<file path="config.mk">
export PLATFORM = sky130hd
export DESIGN_NAME = kid_motion_ctrl
export DESIGN_NICKNAME = d
export VERILOG_FILES = /design/src/rtl/kid_pkg.sv /design/src/rtl/kid_key_decode.sv /design/src/rtl/kid_motion_ctrl.sv
export SDC_FILE = /design/constraint.sdc
export NUM_CORES = 1
export LEC_CHECK = 0
export BUFFER_PORTS_ARGS = -buffer_cell sky130_fd_sc_hd__buf_2
export CORE_MARGIN = 3
export CORE_UTILIZATION = 45
export DETAILED_ROUTE_END_ITERATION = 10
export PLACE_DENSITY = 0.71
export SYNTH_ARGS = -nofsm -noshare
export SYNTH_HDL_FRONTEND = slang
export SYNTH_HIERARCHICAL = 1
export SYNTH_SLANG_ARGS = --single-unit
</file>
<file path="constraint.sdc">
create_clock -name clk -period 7 [get_ports clk]
set_input_delay 1.4 -clock clk [delete_from_list [all_inputs] [get_ports clk]]
set_output_delay 1.4 -clock clk [all_outputs]
set_load 0.01 [all_outputs]
</file>
<file path="src/rtl/kid_pkg.sv">
`default_nettype none
// ============================================================================
// Module   : kid_pkg
// Purpose  : Shared definitions for the kid sprite: motion state encoding,
//            PS/2 key codes and per-pose sprite dimensions. Imported by the
//            motion controller, its key decoder and the kid renderer.
// Revision : 1.0 - initial release
// ============================================================================
package kid_pkg;

    typedef enum logic [2:0] {
        ST_IDLE = 3'd0,
        ST_RUN  = 3'd1,
        ST_JUMP = 3'd2,
        ST_FALL = 3'd3,
        ST_DEAD = 3'd4
    } kid_state_t;

    localparam logic [7:0] c_key_none    = 8'h00;
    localparam logic [7:0] c_key_left    = 8'h6B;
    localparam logic [7:0] c_key_right   = 8'h74;
    localparam logic [7:0] c_key_jump    = 8'h12;
    localparam logic [7:0] c_key_respawn = 8'h2D;

    // Sprite sizes per pose (width x height, pixels)
    localparam int c_run_w  = 26;
    localparam int c_run_h  = 23;
    localparam int c_jump_w = 18;
    localparam int c_jump_h = 23;
    localparam int c_fall_w = 27;
    localparam int c_fall_h = 20;

endpackage

`default_nettype wire

</file>
<file path="src/rtl/kid_key_decode.sv">
`default_nettype none
// ============================================================================
// Module   : kid_key_decode
// Purpose  : Registers the held keycode, exposes left/right/respawn levels
//            and latches jump press / jump release events until the next
//            update tick consumes them.
// Ports    : clk, rst_n          clock, async active-low reset
//            i_keycode[7:0]      currently held key
//            i_tick_clr          update tick, clears both latched requests
//            o_left/o_right      direction key held (registered)
//            o_respawn           respawn key held (registered)
//            o_jump_req          jump pressed since last tick
//            o_rel_req           jump released since last tick
// Revision : 1.0 - initial release
// ============================================================================
module kid_key_decode
    import kid_pkg::*;
(
    input  logic       clk,
    input  logic       rst_n,
    input  logic [7:0] i_keycode,
    input  logic       i_tick_clr,
    output logic       o_left,
    output logic       o_right,
    output logic       o_respawn,
    output logic       o_jump_req,
    output logic       o_rel_req
);

    logic [7:0] r_key;
    logic       r_jump_req;
    logic       r_rel_req;
    logic       w_press;
    logic       w_release;

    assign w_press   = (i_keycode == c_key_jump) && (r_key != c_key_jump);
    assign w_release = (i_keycode != c_key_jump) && (r_key == c_key_jump);

    // A new edge on the same clk as the consuming tick must survive for the
    // following tick, so set has priority over clear.
    always_ff @(posedge clk or negedge rst_n) begin
        if (!rst_n) begin
            r_key      <= c_key_none;
            r_jump_req <= 1'b0;
            r_rel_req  <= 1'b0;
        end else begin
            r_key <= i_keycode;
            if (w_press)
                r_jump_req <= 1'b1;
            else if (i_tick_clr)
                r_jump_req <= 1'b0;
            if (w_release)
                r_rel_req <= 1'b1;
            else if (i_tick_clr)
                r_rel_req <= 1'b0;
        end
    end

    assign o_left     = (r_key == c_key_left);
    assign o_right    = (r_key == c_key_right);
    assign o_respawn  = (r_key == c_key_respawn);
    assign o_jump_req = r_jump_req;
    assign o_rel_req  = r_rel_req;

endmodule

`default_nettype wire

</file>
<file path="src/rtl/kid_motion_ctrl.sv">
`default_nettype none
// ============================================================================
// Module   : kid_motion_ctrl
// Purpose  : Per-frame motion controller for the kid sprite. Runs the
//            idle/run/jump/fall/dead sequencing, integrates vertical velocity
//            under gravity and registers position, facing and run frame.
// Ports    : clk, rst_n      clock, async active-low reset
//            update_tick     one-clk pulse per frame
//            keycode[7:0]    held PS/2 key, 8'h00 = none
//            solid_below     solid tile directly under the feet
//            hit             kid overlaps a hazard
//            kid_x/kid_y     top-left position
//            kid_state[2:0]  IDLE/RUN/JUMP/FALL/DEAD
//            facing          0 = right, 1 = left
//            anim_frame[1:0] run-cycle frame
// Revision : 1.0 - initial release
// ============================================================================
module kid_motion_ctrl
    import kid_pkg::*;
#(
    parameter int INIT_X    = 60,
    parameter int INIT_Y    = 558,
    parameter int SCREEN_W  = 800,
    parameter int KID_W     = 26,
    parameter int RUN_SPEED = 3,
    parameter int JUMP_V    = 8,
    parameter int DJUMP_V   = 7,
    parameter int GRAVITY   = 1,
    parameter int MAX_FALL  = 9,
    parameter int ANIM_DIV  = 4
) (
    input  logic       clk,
    input  logic       rst_n,
    input  logic       update_tick,
    input  logic [7:0] keycode,
    input  logic       solid_below,
    input  logic       hit,
    output logic [9:0] kid_x,
    output logic [9:0] kid_y,
    output logic [2:0] kid_state,
    output logic       facing,
    output logic [1:0] anim_frame
);

    localparam logic signed [11:0] c_init_x  = 12'(INIT_X);
    localparam logic signed [11:0] c_init_y  = 12'(INIT_Y);
    localparam logic signed [11:0] c_x_max   = 12'(SCREEN_W - KID_W);
    localparam logic signed [11:0] c_run     = 12'(RUN_SPEED);
    localparam logic signed [5:0]  c_jump_v  = 6'(JUMP_V);
    localparam logic signed [5:0]  c_djump_v = 6'(DJUMP_V);
    localparam logic signed [5:0]  c_gravity = 6'(GRAVITY);
    localparam logic signed [5:0]  c_max_fall = 6'(MAX_FALL);
    localparam int                 c_cnt_w   = (ANIM_DIV > 1) ? $clog2(ANIM_DIV) : 1;
    localparam logic [c_cnt_w-1:0] c_cnt_last = c_cnt_w'(ANIM_DIV - 1);

    logic w_left, w_right, w_respawn, w_jump_req, w_rel_req;

    kid_key_decode u_key_decode (
        .clk        (clk),
        .rst_n      (rst_n),
        .i_keycode  (keycode),
        .i_tick_clr (update_tick),
        .o_left     (w_left),
        .o_right    (w_right),
        .o_respawn  (w_respawn),
        .o_jump_req (w_jump_req),
        .o_rel_req  (w_rel_req)
    );

    kid_state_t          r_state, w_state;
    logic [9:0]          r_x, r_y, w_x, w_y;
    logic signed [5:0]   r_vy, w_vy, w_vg;
    logic [1:0]          r_jumps, w_jumps;
    logic                r_facing, w_facing;
    logic [1:0]          r_anim, w_anim;
    logic [c_cnt_w-1:0]  r_anim_cnt, w_anim_cnt;
    logic                w_was_air, w_air;
    logic signed [11:0]  w_xsum, w_ysum;

    assign w_was_air = (r_state == ST_JUMP) || (r_state == ST_FALL);

    // Rules are applied in strict priority order; "airborne" for the vertical
    // step includes a jump launched earlier in the same tick.
    always_comb begin
        w_x      = r_x;
        w_y      = r_y;
        w_vy     = r_vy;
        w_vg     = '0;
        w_jumps  = r_jumps;
        w_state  = r_state;
        w_facing = r_facing;
        w_air    = 1'b0;
        w_xsum   = '0;
        w_ysum   = '0;
        if (w_respawn) begin
            w_x      = c_init_x[9:0];
            w_y      = c_init_y[9:0];
            w_vy     = '0;
            w_jumps  = 2'd2;
            w_facing = 1'b0;
            w_state  = ST_IDLE;
        end else if (r_state == ST_DEAD) begin
            w_state = ST_DEAD;
        end else if (hit) begin
            w_state = ST_DEAD;
            w_vy    = '0;
        end else begin
            w_air = w_was_air;
            if (w_left || w_right) begin
                w_xsum = w_left ? ($signed({2'b00, r_x}) - c_run)
                                : ($signed({2'b00, r_x}) + c_run);
                if (w_xsum < 0)
                    w_x = '0;
                else if (w_xsum > c_x_max)
                    w_x = c_x_max[9:0];
                else
                    w_x = w_xsum[9:0];
                w_facing = w_left;
            end
            if (w_jump_req && (r_jumps != 2'd0)) begin
                w_vy    = w_was_air ? -c_djump_v : -c_jump_v;
                w_jumps = r_jumps - 2'd1;
                w_air   = 1'b1;
            end
            if (w_rel_req && (w_vy < 0))
                w_vy = w_vy >>> 1;
            if (w_air) begin
                w_vg = w_vy + c_gravity;
                if (w_vg > c_max_fall)
                    w_vg = c_max_fall;
                w_vy   = w_vg;
                w_ysum = $signed({2'b00, r_y}) + {{6{w_vy[5]}}, w_vy};
                if (w_ysum < 0) begin
                    w_y  = '0;
                    w_vy = '0;
                end else if ((w_vy > 0) && ((w_ysum >= c_init_y) || solid_below)) begin
                    w_y     = (w_ysum >= c_init_y) ? c_init_y[9:0] : w_ysum[9:0];
                    w_vy    = '0;
                    w_jumps = 2'd2;
                    w_air   = 1'b0;
                end else begin
                    w_y = w_ysum[9:0];
                end
            end else if (!solid_below && ($signed({2'b00, r_y}) < c_init_y)) begin
                // Walked off a ledge: start falling next tick with one air jump.
                w_air   = 1'b1;
                w_jumps = 2'd1;
            end
            if (w_air)
                w_state = (w_vy < 0) ? ST_JUMP : ST_FALL;
            else
                w_state = (w_left || w_right) ? ST_RUN : ST_IDLE;
        end
    end

    // Run frame advances every ANIM_DIV consecutive RUN ticks; entering RUN
    // restarts the cycle at frame 0.
    always_comb begin
        w_anim     = '0;
        w_anim_cnt = '0;
        if ((w_state == ST_RUN) && (r_state == ST_RUN)) begin
            if (r_anim_cnt == c_cnt_last) begin
                w_anim_cnt = '0;
                w_anim     = r_anim + 2'd1;
            end else begin
                w_anim_cnt = r_anim_cnt + 1'b1;
                w_anim     = r_anim;
            end
        end
    end

    always_ff @(posedge clk or negedge rst_n) begin
        if (!rst_n) begin
            r_state    <= ST_IDLE;
            r_x        <= c_init_x[9:0];
            r_y        <= c_init_y[9:0];
            r_vy       <= '0;
            r_jumps    <= 2'd2;
            r_facing   <= 1'b0;
            r_anim     <= '0;
            r_anim_cnt <= '0;
        end else if (update_tick) begin
            r_state    <= w_state;
            r_x        <= w_x;
            r_y        <= w_y;
            r_vy       <= w_vy;
            r_jumps    <= w_jumps;
            r_facing   <= w_facing;
            r_anim     <= w_anim;
            r_anim_cnt <= w_anim_cnt;
        end
    end

    assign kid_x      = r_x;
    assign kid_y      = r_y;
    assign kid_state  = r_state;
    assign facing     = r_facing;
    assign anim_frame = r_anim;

endmodule

`default_nettype wire
</file>
# Word-level counts from Yosys, hierarchy flattened
# Index checks and enable logic that the tools add are counted.
[totals]
input_bits = 13
register_bits = 46
output_inout_bits = 26
word_cells = 137
[classes]
n_mux = 73
eq_ne = 16
order_cmp = 9
reduce_logical = 21
n_addsub = 7
[op_table]
columns = ["op", "count"]
rows = [
  ["10-bit two-way mux", 13],
  ["6-bit two-way mux", 21],
  ["2-bit two-way mux", 13],
  ["12-bit by 1-bit < comparator with 1-bit output, second input constant", 2],
  ["1-bit two-way mux", 21],
  ["8-bit by 5-bit equality test with 1-bit output, second input constant", 2],
  ["8-bit by 7-bit equality test with 1-bit output, second input constant", 2],
  ["8-bit by 5-bit inequality test with 1-bit output, second input constant", 2],
  ["11-bit by 6-bit adder with 12-bit output", 1],
  ["12-bit by 11-bit greater-or-equal comparator with 1-bit output, second input constant", 1],
  ["12-bit by 11-bit > comparator with 1-bit output, second input constant", 1],
  ["6-bit by 1-bit < comparator with 1-bit output, second input constant", 2],
  ["12-bit two-way mux", 1],
  ["10-bit by 2-bit adder with 11-bit output, second input constant", 1],
  ["10-bit by 2-bit subtractor with 11-bit output, second input constant", 1],
  ["10-bit < comparator, second input constant", 1],
  ["2-bit nonzero test", 5],
  ["3-bit two-way mux", 3],
  ["8-bit by 6-bit equality test with 1-bit output, second input constant", 1],
  ["4-bit AND reduction", 2],
  ["1-bit logical AND", 7],
  ["6-bit by 2-bit adder with 6-bit output, second input constant", 1],
  ["3-bit by 1-bit equality test with 1-bit output, second input constant", 2],
  ["3-bit by 2-bit equality test with 1-bit output, second input constant", 2],
  ["other kinds (12)", 18],
]

# Logic depth before layout (Yosys ltp)
# Gate-level depths: netlist (run 1).
[depth]
ltp_word = 40
depth_mapped = 26
depth_no_buf = 26

# Modules after synthesis
# Netlist (run 1), hierarchy kept.
[by_module_without_submodules]
columns = ["module", "cells_per_inst", "seq_area_each_um2", "instances", "area_each_um2"]
rows = [
  ["kid_motion_ctrl", 361, 913.4, 1, 2971.6],
  ["kid_key_decode", 27, 250.2, 1, 370.4],
]

# Worst setup path before layout (run 1)
# Ideal clock, no wire load.
[synth_path]
path_type = "register to register"
from = "register r_jumps[1]"
to = "register r_vy[2]"
setup_slack_ns = 1.771
setup_ns = 0.096
stages_incl_launch_ff = 25
period_less_slack_ns = 5.229
t_required_ns = 6.904
arrival_time_ns = 5.134
cell_sequence = "dfstp_2 inv_1 ha_1 nor2b_4 clkbuf_1 nor2_1 a221oi_1 nor2_1 or3_1 a21oi_1 nand2b_1 inv_1 ha_1 a21o_1 a21oi_1 nor2b_1 o22ai_1 nand2_1 nor4_1 nor2_1 ha_1 nand2b_1 nor2_1 nand2_1 o31ai_1"
[synth_between]
elab_chain_cells = 32
word_cells_on_any_way = 38
classes_between = "add/sub: 2; order compare: 5; mux: 26; reduce/logical: 5"
[synth_lines]
columns = ["item", "line", "text"]
rows = [
  ["start: declaration", "kid_motion_ctrl.sv:73", "logic [1:0] r_jumps, w_jumps;"],
  ["start signal: assignment", "kid_motion_ctrl.sv:187", "r_jumps <= w_jumps;"],
  ["2-bit nonzero test *", "kid_motion_ctrl.sv:120", "if (w_jump_req && (r_jumps != 2'd0)) begin"],
  ["1-bit logical AND *", "kid_motion_ctrl.sv:120", ""],
  ["6-bit two-way mux", "kid_motion_ctrl.sv:120", ""],
  ["6-bit two-way mux", "kid_motion_ctrl.sv:104", "end else if (hit) begin"],
  ["6-bit two-way mux", "kid_motion_ctrl.sv:102", "end else if (r_state == ST_DEAD) begin"],
  ["6-bit two-way mux", "kid_motion_ctrl.sv:95", "if (w_respawn) begin"],
  ["6-bit by 1-bit < comparator with 1-bit output", "kid_motion_ctrl.sv:125", "if (w_rel_req && (w_vy < 0))"],
  ["1-bit logical AND", "kid_motion_ctrl.sv:125", ""],
  ["(+16 left out)", "n/a", ""],
  ["6-bit two-way mux", "kid_motion_ctrl.sv:133", "if (w_ysum < 0) begin"],
  ["6-bit two-way mux *", "kid_motion_ctrl.sv:127", "if (w_air) begin"],
  ["6-bit two-way mux *", "kid_motion_ctrl.sv:104", ""],
  ["6-bit two-way mux *", "kid_motion_ctrl.sv:102", ""],
  ["6-bit two-way mux *", "kid_motion_ctrl.sv:95", ""],
  ["6-bit two-way mux *", "kid_motion_ctrl.sv:104", ""],
  ["6-bit two-way mux *", "kid_motion_ctrl.sv:102", ""],
  ["6-bit two-way mux *", "kid_motion_ctrl.sv:95", ""],
  ["end signal: assignment", "kid_motion_ctrl.sv:186", "r_vy <= w_vy;"],
  ["end: declaration", "kid_motion_ctrl.sv:72", "logic signed [5:0] r_vy, w_vy, w_vg;"],
]
# Mark *: on every way between the ends. The rest lies on a longest branch, timed or not. The select of a mux whose other input is x is not followed.
# A chain may end at the register's enable or synchronous reset.

# Worst setup path in the final report (run 1)
# Ends and elaborated chain as after synthesis.

==> out/summary.txt, run 1 <==
Setup TNS Final - 0 ns
CTS HTree Levels - 2
number of standard cells in the layout, taps in and fillers out - 520
part of the power in registers - 0.477
# Max-Cap Violations - 0
clock tree buffer depth - 2
net switching power - 0.212 mW
kind of critical path - flop to flop
area occupied by registers - 1160 um^2
remaining routing DRC violations - 0
reg2reg setup slack - 0.78 ns
Clk Latency, worst-skew pair - 0.30 ns
clock buffers created by TritonCTS - 5
footprint of the multi-input gates - 2040 um^2
internal power - 0.455 mW
setup repair after global routing missed its margin - no
endpoint kind of the worst setup timing path - flop
cts repair resizes - 0
Final min period - 6.22 ns
total via count in the routed design - 3077
Row Count - 30
number of sinks driven by the clock tree - 46
EDFF count, synth - 0
placer congestion estimate - 0.933
clock skew - 0.00756 ns
final setup violating endpoints - 0
hold buffers post-CTS - 0
Syn Nets - 414
Iter 0 DRT Violations - 222
pwr/cell area - 179 nW/um^2
top-level port count - 39
result of the run - completed
final net count - 449
input/output buffers - 38
first-pass GRT wire length - 13900 um
overall die height - 92.2 um
sequential cell area fraction in the yosys report - 0.348
worst hold path type - flop to flop
fraction of power spent switching nets - 0.318
fraction of registers with async set/reset - 1.00
final-report hold violation count - 0
HPWL Detailed - 6460 um
count of pins over their slew limit - 0
syn_area_per_cell - 8.61 um^2
drt first pass iters - 5
count of placed standard cells including taps - 512
Total GRT Usage - 0.202
Lkg Pwr - 1.62 nW
top achievable clock speed - 161 MHz
highest fanout seen on the critical path - 12
pre-CTS setup slack - 0.803 ns
Netlist Area Pre-Place - 3340 um^2
initial core utilization - 0.479
most used cells in the layout excluding fill and tap cells - sky130_fd_sc_hd__nand2_1, sky130_fd_sc_hd__nor2_1, sky130_fd_sc_hd__buf_2
antenna violations before repair - 0
placeable core region - 6980 um^2
Post-CTS Setup Repair Bufs - 0
final critical-path setup slack - 0.776 ns
library cells used by synthesis - 75
actual transition at the worst max-transition pin - 1.02 ns
warning count from the yosys run - 6
maximum number of pins on one net before global-route repair - 47
most used flip-flop cell after synthesis - sky130_fd_sc_hd__dfrtp_1
total of flip-flops plus latches after synthesis - 46
share of the clock period used by the worst path - 0.889
endpoint required time on the critical path - 7.22 ns
via/cell ratio - 5.92
total power draw - 0.667 mW
post-synthesis to final-layout area growth - 11.5%
most frequent standard cell in the layout excluding fill and tap cells - sky130_fd_sc_hd__nand2_1
clock root buffer - sky130_fd_sc_hd__clkbuf_8
Gate power share - 0.205
final-layout fill cell count - 692
part of the power in the clock network - 0.317
leftover overflow at the end of global routing - 0
CTS tree - built
ratio of cells with drive above 1 in the final layout - 0.203
clock transition time at the flip-flop clock pins of the worst setup and hold paths - 0.10 ns
startpoint type of the worst setup path - flop
ant diodes - 0
average wire length per cell after detail routing - 16.0 um
number of cells produced by synthesis - 388
tightest slew margin relative to the limit - 0.321
antenna violation net count after detailed routing - 0
die area - 8500 um^2
arrival time reported for the critical path endpoint - 6.44 ns
Worst VDD drop - 91.1 uV
Detailed Route WL - 8340 um
via count of the first global-routing pass - 2855
horizontal die dimension - 92.2 um
==> layout make-up <==
type / count / area share
well taps: 96 / 0.0322
repair buffers: 39 / 0.0531
inverters: 22 / 0.0242
multi-input cells: 309 / 0.547
clock buffers: 5 / 0.0185
flip-flops and latches: 46 / 0.312
clock inverters: 3 / 0.0131
==> state kept, by name, indices dropped and copies added (netlist names) <==
signal / count
u_key_decode/o_rel_req: 1
u_key_decode/r_key: 8
r_anim_cnt: 2
r_vy: 6
facing: 1
kid_y: 10
anim_frame: 2
r_jumps: 2
kid_x: 10
kid_state: 3
u_key_decode/o_jump_req: 1
==> synthesized netlist by cell type, drive strengths merged, types with 3 or more instances <==
cell type | n | area (um^2)
dfstp | 10 | 263
dfrtp | 36 | 901
nor3 | 12 | 65.1
nor2 | 41 | 166
buf | 4 | 26.3
nand2 | 41 | 154
xor2 | 4 | 35.0
or2 | 7 | 43.8
o21ai | 34 | 181
nand2b | 11 | 68.8
a21oi | 27 | 135
o31ai | 4 | 30.0
clkbuf | 7 | 26.3
nor2b | 6 | 45.0
nor3b | 3 | 22.5
o22ai | 4 | 31.3
ha | 12 | 150
or3 | 6 | 37.5
nor4b | 3 | 41.3
nand4 | 3 | 25.0
nor4 | 5 | 31.3
xnor2 | 13 | 121
mux2i | 4 | 65.1
and3 | 9 | 56.3
a31oi | 4 | 25.0
o21a | 3 | 22.5
nand3 | 6 | 30.0
a22o | 9 | 80.1
inv | 22 | 90.1
a41oi | 3 | 33.8
==> path summary, 6_finish.rpt <==
| check | start | end | depth (start not counted) |
|---|---|---|---|
| min in group asynchronous | rst_n | kid_y[8] | 1 |
| worst min register to register | r_anim_cnt[1] | r_anim_cnt[1] | 2 |
| worst max-delay path | r_jumps[1] | r_vy[2] | 25 |
| worst min-delay path | r_anim_cnt[1] | r_anim_cnt[1] | 2 |
| worst max register to register | r_jumps[1] | r_vy[2] | 25 |
| max in group asynchronous | rst_n | u_key_decode/r_key[7] | 1 |
==> kinds of logic (layout without fill, tap and decap cells) <==
| family | Yosys count | in the layout | synth area share |
|---|---|---|---|
| buffers and inverters | 33 | 69 | 0.0427 |
| multiplexers | 5 | 5 | 0.0240 |
| AO/OA/AOI/OAI | 114 | 114 | 0.235 |
| flip-flops | 46 | 46 | 0.348 |
| AND/OR/NAND/NOR | 160 | 160 | 0.253 |
| adder cells (fa/ha/maj) | 13 | 13 | 0.0509 |
| XOR/XNOR | 17 | 17 | 0.0468 |
==> per-stage QoR <==
stage	instance area, um^2	hold slack (ns)	utilization
after floorplan	3340	0.450	-
after global placement	3610	0.468	0.517
after detailed placement	3610	0.475	0.517
after CTS	3720	0.498	0.534
after global routing	3720	0.531	0.534
final	3720	0.495	0.534
==> power by group through the flow <==
stage | clock [mW] | combinational, mW | sequential (mW)
after floorplan | 0 | 0.0939 | 0.318
after global placement | 0 | 0.133 | 0.322
after detailed placement | 0 | 0.136 | 0.323
after CTS | 0.217 | 0.136 | 0.318
after global routing | 0.226 | 0.152 | 0.324
final | 0.212 | 0.137 | 0.318
==> metal layers <==
metal  up-vias  GRT usage  wire, um
li1       1475          -         -
met4         0     0.0359        61
met5         -          0         0
met3         8     0.0287       416
met2        88      0.325      3950
met1      1506      0.291      3910
==> critical path, cell delays in order (launching register included) <==
cell	delay [ns]
sky130_fd_sc_hd__dfstp_2	0.54
sky130_fd_sc_hd__inv_1	0.05
sky130_fd_sc_hd__ha_1	0.21
sky130_fd_sc_hd__nor2b_4	0.27
sky130_fd_sc_hd__mux2i_1	0.16
sky130_fd_sc_hd__mux2i_4	0.22
sky130_fd_sc_hd__inv_1	0.12
sky130_fd_sc_hd__nor3_1	0.24
sky130_fd_sc_hd__xnor2_1	0.13
sky130_fd_sc_hd__or3_1	0.38
sky130_fd_sc_hd__a21oi_1	0.27
sky130_fd_sc_hd__nand2b_1	0.24
sky130_fd_sc_hd__inv_1	0.06
sky130_fd_sc_hd__ha_1	0.26
sky130_fd_sc_hd__a21o_1	0.17
sky130_fd_sc_hd__a21oi_1	0.22
sky130_fd_sc_hd__nor2b_1	0.07
sky130_fd_sc_hd__o22ai_1	0.46
sky130_fd_sc_hd__nand2_1	0.21
sky130_fd_sc_hd__nor4_1	0.34
sky130_fd_sc_hd__nor2_1	0.10
sky130_fd_sc_hd__ha_1	0.33
sky130_fd_sc_hd__nand2b_1	0.21
sky130_fd_sc_hd__nor2_1	0.46
sky130_fd_sc_hd__nand2_1	0.18
sky130_fd_sc_hd__o31ai_1	0.23
(Power assumes the default switching activity.)
==> inputs of run 2 (changes only) <==
--- a/config.mk
+++ b/config.mk
@@ -6,6 +6,7 @@
 export NUM_CORES = 1
 export LEC_CHECK = 0
 export BUFFER_PORTS_ARGS = -buffer_cell sky130_fd_sc_hd__buf_2
+export CORE_ASPECT_RATIO = 1.1
 export CORE_MARGIN = 3
 export CORE_UTILIZATION = 45
 export DETAILED_ROUTE_END_ITERATION = 10
==> out/summary.txt, run 2 (synthesized netlist as in run 1, its figures left out) <==
Post-CTS Setup Repair Bufs - 0
internal power - 0.499 mW
net switching power - 0.199 mW
antenna violation net count after detailed routing - 0
placeable core region - 7130 um^2
arrival time reported for the critical path endpoint - 6.51 ns
final-report hold violation count - 0
area occupied by registers - 1160 um^2
Worst VDD drop - 150 uV
Lkg Pwr - 1.64 nW
number of sinks driven by the clock tree - 46
post-synthesis to final-layout area growth - 12.0%
clock root buffer - sky130_fd_sc_hd__clkbuf_8
first-pass GRT wire length - 13500 um
Clk Latency, worst-skew pair - 0.30 ns
Layout Cell Area excl Fill - 3740 um^2
kind of critical path - flop to flop
hold buffers post-CTS - 0
final-layout fill cell count - 681
CTS HTree Levels - 2
area after detailed placement - 3600 um^2
result of the run - completed
Gate power share - 0.198
Iter 0 DRT Violations - 225
fraction of power spent switching nets - 0.286
setup repair after global routing missed its margin - no
worst hold path type - flop to flop
part of the power in the clock network - 0.348
cts repair resizes - 0
initial core utilization - 0.469
average wire length per cell after detail routing - 16.3 um
# Max-Cap Violations - 0
drt first pass iters - 5
HPWL Detailed - 6280 um
Final min period - 6.31 ns
actual transition at the worst max-transition pin - 0.857 ns
top achievable clock speed - 159 MHz
clock transition time at the flip-flop clock pins of the worst setup and hold paths - 0.08 ns
clock tree buffer depth - 2
part of the power in registers - 0.454
Setup TNS Final - 0 ns
Total GRT Usage - 0.203
tightest slew margin relative to the limit - 0.423
leftover overflow at the end of global routing - 0
ant diodes - 0
highest fanout seen on the critical path - 12
input/output buffers - 38
share of the clock period used by the worst path - 0.901
endpoint required time on the critical path - 7.20 ns
maximum number of pins on one net before global-route repair - 47
placer congestion estimate - 0.955
pwr/cell area - 187 nW/um^2
Row Count - 32
footprint of the multi-input gates - 2040 um^2
endpoint kind of the worst setup timing path - flop
most used cells in the layout excluding fill and tap cells - sky130_fd_sc_hd__nand2_1, sky130_fd_sc_hd__nor2_1, sky130_fd_sc_hd__buf_2
clock skew - 0.00393 ns
clock buffers created by TritonCTS - 5
horizontal die dimension - 88.2 um
via/cell ratio - 6.05
Final Hold Slack - 0.498 ns
die area - 8500 um^2
Detailed Route WL - 8330 um
final net count - 450
total via count in the routed design - 3083
top-level port count - 39
most frequent standard cell in the layout excluding fill and tap cells - sky130_fd_sc_hd__nand2_1
overall die height - 96.4 um
via count of the first global-routing pass - 2900
CTS tree - built
antenna violations before repair - 0
ratio of cells with drive above 1 in the final layout - 0.205
final setup violating endpoints - 0
startpoint type of the worst setup path - flop
count of pins over their slew limit - 0
remaining routing DRC violations - 0
-- run 2: worst max-delay path, stage by stage (launching register included) --
cell and delay, ns:
sky130_fd_sc_hd__dfstp_2 0.53, sky130_fd_sc_hd__inv_1 0.05, sky130_fd_sc_hd__ha_1 0.21, sky130_fd_sc_hd__nor2b_4 0.29
sky130_fd_sc_hd__mux2i_1 0.16, sky130_fd_sc_hd__mux2i_4 0.22, sky130_fd_sc_hd__inv_1 0.12, sky130_fd_sc_hd__nor3_1 0.24
sky130_fd_sc_hd__xnor2_1 0.13, sky130_fd_sc_hd__or3_1 0.41, sky130_fd_sc_hd__a21oi_1 0.28, sky130_fd_sc_hd__nand2b_1 0.22
sky130_fd_sc_hd__inv_1 0.06, sky130_fd_sc_hd__ha_1 0.27, sky130_fd_sc_hd__a21o_1 0.18, sky130_fd_sc_hd__a21oi_1 0.21
sky130_fd_sc_hd__nor2b_1 0.07, sky130_fd_sc_hd__o22ai_1 0.47, sky130_fd_sc_hd__nand2_1 0.20, sky130_fd_sc_hd__nor4_1 0.38
sky130_fd_sc_hd__nor2_1 0.08, sky130_fd_sc_hd__ha_1 0.32, sky130_fd_sc_hd__nand2b_1 0.22, sky130_fd_sc_hd__nor2_1 0.47
sky130_fd_sc_hd__nand2_1 0.16, sky130_fd_sc_hd__o21ai_0 0.24
-- run 2: layer usage --
metal / GRT usage / up-vias / part of all wire
met5: 0 / - / 0
li1: - / 1483 / -
met2: 0.322 / 96 / 0.47
met4: 0.101 / 0 / 0.029
met1: 0.269 / 1485 / 0.45
met3: 0.0322 / 19 / 0.052
-- run 2: worst paths after layout --
kind | startpoint | end | slack, ns | cells past startpoint
max | r_jumps[1] | r_vy[1] | 0.69 | 25
min | r_jumps[1] | r_jumps[1] | 0.50 | 2
max reg2reg | r_jumps[1] | r_vy[1] | 0.69 | 25
min reg2reg | r_jumps[1] | r_jumps[1] | 0.50 | 2
max in group asynchronous | rst_n | r_vy[2] | 5.39 | 2
min in group asynchronous | rst_n | kid_x[8] | 1.17 | 2
-- run 2: layout make-up --
type,count,area share
Sequential cell,46,0.311
Clock buffer,6,0.0221
Tap cell,85,0.0284
Inverter,22,0.0241
Clock inverter,2,0.0160
Timing Repair Buffer,40,0.0548
Multi-Input combinational cell,309,0.544
-- run 2: power by group through the flow --
stage          clock network [mW]  logic, mW  registers (mW)
6_report                    0.243      0.138           0.317
4_1_cts                     0.251      0.138           0.316
3_5_place_dp                    0      0.138           0.321
3_3_place_gp                    0      0.134           0.321
2_1_floorplan                   0     0.0939           0.318
5_1_grt                     0.264      0.155           0.321
-- run 2: per-stage QoR --
stage          cells   util  power, mW  setup WS, ns
5_1_grt          510  0.525      0.740         0.229
6_report         510  0.525      0.698         0.692
2_1_floorplan    388      -      0.412          1.77
3_3_place_gp     502  0.505      0.454          1.04
3_5_place_dp     502  0.505      0.460         0.829
4_1_cts          510  0.525      0.706         0.759
==> inputs of run 3 (changes only) <==
--- a/config.mk
+++ b/config.mk
@@ -8,9 +8,9 @@
 export BUFFER_PORTS_ARGS = -buffer_cell sky130_fd_sc_hd__buf_2
 export CORE_ASPECT_RATIO = 1.1
 export CORE_MARGIN = 3
-export CORE_UTILIZATION = 45
+export CORE_UTILIZATION = 52
 export DETAILED_ROUTE_END_ITERATION = 10
-export PLACE_DENSITY = 0.71
+export PLACE_DENSITY = 0.79
 export SYNTH_ARGS = -nofsm -noshare
 export SYNTH_HDL_FRONTEND = slang
 export SYNTH_HIERARCHICAL = 1
==> out/summary.txt, run 3 (synthesized netlist as in run 1, its figures left out) <==
pwr/cell area - 180 nW/um^2
most frequent standard cell in the layout excluding fill and tap cells - sky130_fd_sc_hd__nand2_1
placeable core region - 6190 um^2
final net count - 449
ant diodes - 0
result of the run - completed
worst hold path type - flop to flop
Final min period - 6.26 ns
Setup TNS Final - 0 ns
total power draw - 0.665 mW
placer congestion estimate - 0.981
clock tree buffer depth - 2
remaining routing DRC violations - 0
input/output buffers - 38
count of pins over their slew limit - 0
startpoint type of the worst setup path - flop
leftover overflow at the end of global routing - 0
first-pass GRT wire length - 13800 um
total via count in the routed design - 3131
antenna violations before repair - 0
clock skew - 0.0125 ns
hold buffers post-CTS - 0
Layout Cell Area excl Fill - 3700 um^2
first element of the critical path - r_jumps[1]
top achievable clock speed - 160 MHz
# Max-Cap Violations - 0
Post-CTS Setup Repair Bufs - 0
kind of critical path - flop to flop
Lkg Pwr - 1.62 nW
top-level port count - 39
clock root buffer - sky130_fd_sc_hd__clkbuf_8
setup repair after global routing missed its margin - no
cts repair resizes - 0
tightest slew margin relative to the limit - 0.317
critical path's largest stage delay - 0.54 ns
share of the clock period used by the worst path - 0.895
critical path's top delay family - simple AND/OR/NAND/NOR gates
depth of the worst register-to-register path - 25
clock transition time at the flip-flop clock pins of the worst setup and hold paths - 0.10 ns
final setup violating endpoints - 0
via count of the first global-routing pass - 2923
worst hold path depth - 2
overall die height - 90.1 um
horizontal die dimension - 82.4 um
buffers and inverters on the worst path - 3
maximum number of pins on one net before global-route repair - 47
endpoint kind of the worst setup timing path - flop
HPWL Detailed - 6380 um
Iter 0 DRT Violations - 260
Clk Latency, worst-skew pair - 0.31 ns
Detailed Route WL - 8360 um
die area - 7430 um^2
final-layout fill cell count - 547
most used cells in the layout excluding fill and tap cells - sky130_fd_sc_hd__nand2_1, sky130_fd_sc_hd__nor2_1, sky130_fd_sc_hd__buf_2
initial core utilization - 0.540
ratio of cells with drive above 1 in the final layout - 0.203
arrival time reported for the critical path endpoint - 6.49 ns
number of sinks driven by the clock tree - 46
highest fanout seen on the critical path - 12
actual transition at the worst max-transition pin - 1.03 ns
CP max-delay cell - sky130_fd_sc_hd__dfstp_2
number of gates on the worst path with buffers counted - 25
CTS HTree Levels - 2
CTS tree - built
Worst VDD drop - 116 uV
post-synthesis to final-layout area growth - 10.7%
endpoint required time on the critical path - 7.23 ns
antenna violation net count after detailed routing - 0
drt first pass iters - 5
Total GRT Usage - 0.233
Row Count - 30
reg2reg start - r_jumps[1]
final-report hold violation count - 0
clock buffers created by TritonCTS - 5
via/cell ratio - 6.21
min-delay src - r_jumps[0]
area after detailed placement - 3590 um^2
average wire length per cell after detail routing - 16.6 um
run 3: cell types whose count changed in the layout (fill, tap and decap cells not counted):
cell and delta:
sky130_fd_sc_hd__clkinv_2 +1, sky130_fd_sc_hd__buf_4 -1, sky130_fd_sc_hd__bufinv_16 -1, sky130_fd_sc_hd__inv_6 +1
sky130_fd_sc_hd__clkbuf_8 -1
run 3: final timing paths:
check	to	slack (ns)
min in group asynchronous	u_key_decode/r_key[1]	1.26
hold / removal	r_jumps[0]	0.50
setup reg to reg	r_vy[2]	0.74
setup / recovery	r_vy[2]	0.74
max in group asynchronous	kid_y[4]	5.10
hold reg to reg	r_jumps[0]	0.50
run 3: layer usage:
metal / track usage / share of wire / vias up
li1: - / - / 1483
met1: 0.324 / 0.44 / 1525
met2: 0.365 / 0.49 / 106
met3: 0.0331 / 0.051 / 17
met4: 0.0789 / 0.015 / 0
met5: 0 / 0 / -
run 3: power by group:
| part | switching (mW) | internal [mW] | total [mW] | leakage (nW) |
|---|---|---|---|---|
| clock | 0.103 | 0.107 | 0.210 | 0.0585 |
| combinational | 0.0832 | 0.0539 | 0.137 | 0.991 |
| sequential | 0.0262 | 0.292 | 0.318 | 0.569 |
| total | 0.212 | 0.453 | 0.665 | 1.62 |
run 3: stage by stage:
step,cells,util,hold slack [ns],setup slack [ns]
final,504,0.597,0.498,0.737
after floorplan,388,-,0.450,1.77
after detailed placement,496,0.579,0.481,0.827
after CTS,504,0.597,0.503,0.813
after global placement,496,0.579,0.468,1.17
after global routing,504,0.597,0.526,0.213
run 3: cell type report:
cell class                 count  area [um^2]  share of cell area
clock inverter                 3         43.8              0.0118
tap                           80          100              0.0271
timing repair buffer          39          198              0.0534
inverter                      22         90.1              0.0243
clock buffer                   5         68.8              0.0186
multi-input combinational    309         2040               0.550
sequential                    46         1160               0.315
run 3: worst min-delay path: stages (launching register included):
cell and delay, ns:
sky130_fd_sc_hd__dfrtp_1 0.37, sky130_fd_sc_hd__nand2_1 0.05, sky130_fd_sc_hd__nand2_1 0.05
